<file path="src/rtl/access_pkg.sv">
// Shared definitions for the access-control block: status codes, FSM states
// and the built-in user table.
package access_pkg;

  localparam int TABLE_SIZE = 4;
  localparam int CRED_W     = 16;

  localparam logic [1:0] ST_IDLE   = 2'd0;
  localparam logic [1:0] ST_ENTER  = 2'd1;
  localparam logic [1:0] ST_DENIED = 2'd2;
  localparam logic [1:0] ST_LOCKED = 2'd3;

  typedef enum logic [2:0] {
    S_IDLE   = 3'd0,
    S_GET_ID = 3'd1,
    S_GET_PW = 3'd2,
    S_CHECK  = 3'd3,
    S_GRANT  = 3'd4,
    S_DONE   = 3'd5,
    S_DENY   = 3'd6,
    S_LOCKED = 3'd7
  } state_e;

  // Entry [i] of USER_IDS pairs with entry [i] of USER_PWS.
  localparam logic [TABLE_SIZE-1:0][CRED_W-1:0] USER_IDS =
    {16'h0004, 16'h0003, 16'h0002, 16'h0001};
  localparam logic [TABLE_SIZE-1:0][CRED_W-1:0] USER_PWS =
    {16'h4444, 16'h3333, 16'h2222, 16'h1111};

endpackage

</file>
<file path="src/rtl/access_rom.sv">
// Combinational credential lookup against the user table; reports whether any
// entry matches and the lowest matching index.
module access_rom
  import access_pkg::*;
#(
  parameter int NUM_USERS = TABLE_SIZE,
  parameter int IDX_W     = (NUM_USERS > 1) ? $clog2(NUM_USERS) : 1
) (
  input  logic [CRED_W-1:0] id_i,
  input  logic [CRED_W-1:0] pw_i,
  output logic              match_o,
  output logic [IDX_W-1:0]  index_o
);

  logic [NUM_USERS-1:0] hit;

  generate
    for (genvar gi = 0; gi < NUM_USERS; gi++) begin : g_entry
      assign hit[gi] = (id_i == USER_IDS[gi]) && (pw_i == USER_PWS[gi]);
    end
  endgenerate

  always_comb begin
    match_o = |hit;
    index_o = '0;
    for (int i = NUM_USERS - 1; i >= 0; i--) begin
      if (hit[i]) index_o = IDX_W'(i);
    end
  end

endmodule

</file>
<file path="src/rtl/access_control.sv">
// Login responder: collects ID and password digit by digit, checks them against
// the user table, reports status and enforces a lockout after repeated failures.
module access_control
  import access_pkg::*;
#(
  parameter int NUM_USERS      = TABLE_SIZE,
  parameter int DIGITS         = 4,
  parameter int MAX_ATTEMPTS   = 3,
  parameter int LOCKOUT_CYCLES = 1000
) (
  input  logic        clk,
  input  logic        rst,
  input  logic        enable,
  input  logic [3:0]  switches,
  input  logic        enter,
  output logic        access_fb,
  output logic [15:0] userid,
  output logic [1:0]  status,
  output logic [2:0]  digit_count,
  output logic        field
);

  localparam int ID_W  = 4 * DIGITS;
  localparam int ATT_W = $clog2(MAX_ATTEMPTS + 1);
  localparam int TMR_W = $clog2(LOCKOUT_CYCLES);
  localparam int IDX_W = (NUM_USERS > 1) ? $clog2(NUM_USERS) : 1;

  state_e            state_q, state_d;
  logic [ID_W-1:0]   id_q, id_d;
  logic [ID_W-1:0]   pw_q, pw_d;
  logic [2:0]        cnt_q, cnt_d;
  logic [ATT_W-1:0]  att_q, att_d;
  logic [TMR_W-1:0]  tmr_q, tmr_d;
  logic [15:0]       userid_q, userid_d;
  logic              enter_q;
  logic              denied_q, denied_d;

  logic              press;
  logic              last_digit;
  logic [ATT_W-1:0]  att_inc;
  logic              rom_match;
  logic [IDX_W-1:0]  rom_idx;

  assign press      = enter & ~enter_q;
  assign last_digit = (cnt_q == 3'(DIGITS - 1));
  assign att_inc    = att_q + ATT_W'(1);

  access_rom #(
    .NUM_USERS (NUM_USERS),
    .IDX_W     (IDX_W)
  ) u_rom (
    .id_i    (id_q),
    .pw_i    (pw_q),
    .match_o (rom_match),
    .index_o (rom_idx)
  );

  always_comb begin
    state_d  = state_q;
    id_d     = id_q;
    pw_d     = pw_q;
    cnt_d    = cnt_q;
    att_d    = att_q;
    tmr_d    = tmr_q;
    userid_d = userid_q;
    denied_d = denied_q;

    // Losing the switches abandons any entry in progress; the attempt count survives.
    if (!enable && (state_q == S_GET_ID || state_q == S_GET_PW ||
                    state_q == S_CHECK  || state_q == S_DENY)) begin
      state_d  = S_IDLE;
      id_d     = '0;
      pw_d     = '0;
      cnt_d    = '0;
      denied_d = 1'b0;
    end else begin
      case (state_q)
        S_IDLE: begin
          denied_d = 1'b0;
          if (enable) state_d = S_GET_ID;
        end
        S_GET_ID: begin
          if (press) begin
            id_d     = {id_q[ID_W-5:0], switches};
            denied_d = 1'b0;
            if (last_digit) begin
              cnt_d   = '0;
              state_d = S_GET_PW;
            end else begin
              cnt_d = cnt_q + 3'd1;
            end
          end
        end
        S_GET_PW: begin
          if (press) begin
            pw_d = {pw_q[ID_W-5:0], switches};
            if (last_digit) begin
              cnt_d   = 3'(DIGITS);
              state_d = S_CHECK;
            end else begin
              cnt_d = cnt_q + 3'd1;
            end
          end
        end
        S_CHECK: begin
          state_d = rom_match ? S_GRANT : S_DENY;
        end
        S_GRANT: begin
          // The matched table entry carries the same value as id_q.
          userid_d = USER_IDS[rom_idx];
          att_d    = '0;
          pw_d     = '0;
          cnt_d    = '0;
          state_d  = S_DONE;
        end
        S_DONE: begin
          if (!enable) state_d = S_IDLE;
        end
        S_DENY: begin
          att_d = att_inc;
          id_d  = '0;
          pw_d  = '0;
          cnt_d = '0;
          if (att_inc == ATT_W'(MAX_ATTEMPTS)) begin
            tmr_d   = TMR_W'(LOCKOUT_CYCLES - 1);
            state_d = S_LOCKED;
          end else begin
            denied_d = 1'b1;
            state_d  = S_GET_ID;
          end
        end
        S_LOCKED: begin
          if (tmr_q == '0) begin
            att_d   = '0;
            state_d = enable ? S_GET_ID : S_IDLE;
          end else begin
            tmr_d = tmr_q - TMR_W'(1);
          end
        end
        default: state_d = S_IDLE;
      endcase
    end
  end

  always_ff @(posedge clk) begin
    if (!rst) begin
      state_q  <= S_IDLE;
      id_q     <= '0;
      pw_q     <= '0;
      cnt_q    <= '0;
      att_q    <= '0;
      tmr_q    <= '0;
      userid_q <= '0;
      enter_q  <= 1'b0;
      denied_q <= 1'b0;
    end else begin
      state_q  <= state_d;
      id_q     <= id_d;
      pw_q     <= pw_d;
      cnt_q    <= cnt_d;
      att_q    <= att_d;
      tmr_q    <= tmr_d;
      userid_q <= userid_d;
      enter_q  <= enter;
      denied_q <= denied_d;
    end
  end

  always_comb begin
    case (state_q)
      S_GET_ID: status = denied_q ? ST_DENIED : ST_ENTER;
      S_GET_PW: status = ST_ENTER;
      S_CHECK:  status = ST_ENTER;
      S_DENY:   status = ST_DENIED;
      S_LOCKED: status = ST_LOCKED;
      default:  status = ST_IDLE;
    endcase
  end

  assign access_fb   = (state_q == S_GRANT);
  assign field       = (state_q == S_GET_PW);
  assign digit_count = cnt_q;
  assign userid      = userid_q;

endmodule

</file>
<file path="config.mk">
export PLATFORM = sky130hd
export DESIGN_NAME = access_control
export DESIGN_NICKNAME = d
export VERILOG_FILES = /design/src/rtl/access_pkg.sv /design/src/rtl/access_rom.sv /design/src/rtl/access_control.sv
export SDC_FILE = /design/constraint.sdc
export NUM_CORES = 1
export LEC_CHECK = 0
export ABC_AREA = 1
export ABC_CLOCK_PERIOD_IN_PS = 1800
export CORE_ASPECT_RATIO = 1.75
export CORE_UTILIZATION = 25
export DETAILED_ROUTE_END_ITERATION = 6
export PLACE_DENSITY = 0.44
export SYNTH_ARGS = -nofsm -noshare
export SYNTH_HDL_FRONTEND = slang
export SYNTH_SLANG_ARGS = --single-unit
</file>
<file path="constraint.sdc">
create_clock -name clk -period 1.8 [get_ports clk]
set_clock_uncertainty 0.05 [all_clocks]
set_input_delay 0.54 -clock clk [delete_from_list [all_inputs] [get_ports clk]]
set_output_delay 0.54 -clock clk [all_outputs]
set_load 0.02 [all_outputs]
</file>
==> reports/results.ini <==
[outcome]
outcome=complete, but fails checks
violations=setup timing

[synthesis]
synth_edf_count=0
syn_area_per_cell_sq_um=7.19
synth_seq_cells=55
syn_area_sq_mm=0.00290
synth-main-ff-cell=dfxtp_1
yosysTopAreaCell=dfxtp_1
yosysUniqueCellTypes=31
syn_inst=404
yosysWarningCount=0
yosys-top-cells-area=dfxtp_1 38%, nor2_1 11%, nand2_1 8.4%
async_reset_ff_share_pct=0
seq_area_frac_synth_pct=37.9
yosysTopAreaCellShare_pct=37.9

[finish]
stdcell_area_sq_mm=0.00369
layout-drive-gt1-share_pct=18.9
antenna_cells=0
syn2layout_area_growth_pct=27.1
regArea_sq_mm=0.00111
multi_input_area_sq_mm=0.00161
final_nets=474
fillers=1240

[floorplanning]
core_area_sq_mm=0.0112
num_rows=51
die-area_sq_mm=0.0121
io_pins=31
die_h_microns=145
start_util_pct=25.8
die_x_microns=83.5

[placed_design]
gp_congestion=0.813
placedInstanceArea_sq_mm=0.00343
hpwlAfterDp_microns=5870
portBuffers=17
place_ws_ns=-0.278

[sta]
fmax_ghz=0.554
slew_violations=0
period_minus_slack_ns=1.80
hold_viol=0
finalWorstSetupSlack_ns=-0.00398
holdWs_ns=0.427
fin_crit_sh_pct=100
tns_ns=-0.00398
setup_violations=1
rsz0062_at_grt=true

[clock_tree]
tritoncts=done
clk_pin_slew_ns=0.08
worstSkewPairLatency_ns=0.30
htreeDepth=2
cts_buffers=5
cts.sinks=55
cts_root_buf=clkbuf_16
cts_buffer_depth=2

[power_and_ir_drop]
peakVddDrop_mv=0.417
powerDensity_mw_per_mm2=961
leakage_nw=1.70
power_mw=3.54

[routing]
num_vias=2711
via_per_inst=4.58
drc=0
routed_wl_microns=7680
drt-pass1-iter-count=4
postRouteAntennaNets=0
wl_per_cell_microns=13.0
drt_iter0_markers=86

[setup_path]
max_stage_delay_ns=0.39
crit_chain=inv_4 -> nor2_4 -> buf_6 -> o22ai_4 -> buf_6
crit_slowest_cell=dfxtp_4
start_kind=register
cp.arrival_ns=1.21
end_kind=output pin
cp_common_cell=buf_6
crit_type=register to output pin
critPathRequiredTime_ns=1.21
cp_max_fo=4

[grt]
grt_usage_pct=13.1
antenna_found_initial=0
grt-ovfl-total=0
grt_pass1_vias=2474
grt_max_degree=19
grt_pass1_wl_microns=12300

[run]
maxCapViolCount=0

[min_path]
hp-class=register to register

[power by group]
group          leakage, nW  switching (mW)  internal, mW
clock network       0.0815           0.471         0.664
registers            0.446          0.0852          1.30
logic                 1.17           0.594         0.427
[registers in the layout, summed over array words and instances, names as in the netlist]
signal	cells
tmr_q	10
enter_q	1
att_q	2
digit_count	3
userid	3
pw_q	16
id_q	16
denied_q	1
state_q	3
[what timing repair did]
action,in CTS,in global routing
gates resized for setup,40,15
buffers inserted,3,1
hold buffers,0,0
pin swaps,2,2
setup endpoints to repair,11,41
[cell families (layout without fill, tap and decap cells)]
kind of cell               Yosys count  after routing  synth area share, %
and+or+nand+nor                    190            190                 28.1
other                                1             13                0.129
xor gates and xnor gates             5              5                 1.51
DFF                                 55             55                 37.9
AOI/OAI and AO/OA                   72             72                 14.0
adders and majority gates            7              7                 3.02
muxes                               15             15                 5.17
buffers and inverters               59            103                 10.1
[synthesized netlist by cell type, drive strengths merged (2+ instances only)]
master,instances
ha,7
mux2i,15
nor3,4
dfxtp,55
a21oi,25
nand4,6
nor2,89
inv,38
xor2,3
nand3,21
nand2,68
o21ai,34
a211oi,11
xnor2,2
buf,20
[per-stage QoR]
| step | std cells | utilization [%] |
|---|---|---|
| after floorplan | 416 | - |
| after global placement | 580 | 30.5 |
| after detailed placement | 580 | 30.5 |
| after CTS | 591 | 32.5 |
| after global routing | 592 | 32.8 |
| final | 592 | 32.8 |
[cells in the final DEF (no fill, tap or decap), types with 2 or more instances in the layout]
| master | synthesis | routed |
|---|---|---|
| conb_1 | 1 | 13 |
| clkdlybuf4s50_1 | 0 | 7 |
| buf_4 | 18 | 37 |
| ha_1 | 7 | 7 |
| xor2_1 | 3 | 3 |
| a211oi_1 | 10 | 9 |
| o21ai_1 | 5 | 8 |
| nor3_1 | 4 | 4 |
| nand2_4 | 2 | 2 |
| nor2_1 | 82 | 79 |
| nand2_2 | 1 | 4 |
| buf_12 | 0 | 2 |
| dfxtp_4 | 0 | 2 |
| inv_1 | 31 | 29 |
| dlygate4sd2_1 | 0 | 6 |
| xnor2_1 | 2 | 2 |
| nand3_1 | 21 | 21 |
| a21oi_1 | 23 | 23 |
| o21ai_0 | 29 | 25 |
| inv_4 | 1 | 3 |
| a211oi_2 | 1 | 2 |
| nand2_1 | 65 | 62 |
| mux2i_1 | 15 | 15 |
| dfxtp_1 | 55 | 52 |
| nor2_4 | 2 | 5 |
| nand4_1 | 6 | 6 |
| inv_2 | 6 | 6 |
| buf_6 | 0 | 4 |
| clkbuf_16 | 0 | 5 |
| a21oi_2 | 2 | 2 |
| nor2_2 | 5 | 5 |
[metal layers]
| metal | wire (microns) | vias to the layer above | global-route usage (%) |
|---|---|---|---|
| li1 | - | 1402 | - |
| met1 | 2980 | 1256 | 13.0 |
| met5 | 0 | - | 0 |
| met2 | 4320 | 39 | 26.0 |
| met4 | 231 | 0 | 6.60 |
| met3 | 149 | 14 | 2.05 |
[critical path, delay by kind of cell (launching register included)]
| family | cells | cell delay [ns] |
|---|---|---|
| AO/OA/AOI/OAI | 1 | 0.07 |
| buffers and inverters | 3 | 0.31 |
| flip-flops | 1 | 0.39 |
| AND/OR/NAND/NOR | 1 | 0.15 |
[path summary, 6_finish.rpt]
check / startpoint / end / slack (ns) / depth (start not counted)
min reg2reg: att_q[1] / att_q[1] / 0.43 / 2
max reg2reg: pw_q[8] / userid[1] / 0.16 / 8
max: state_q[2] / status[0] / -0.004 / 5
min: att_q[1] / att_q[1] / 0.43 / 2
[cell type report]
cell class / instances / area share (%)
Clock buffer: 6 / 3.49
Clock inverter: 2 / 1.05
Inverter: 38 / 4.07
Multi-Input combinational cell: 302 / 43.5
Sequential cell: 55 / 30.1
Tap cell: 132 / 4.48
Timing Repair Buffer: 57 / 13.3
No activity file was read; power rests on OpenSTA's default activity.
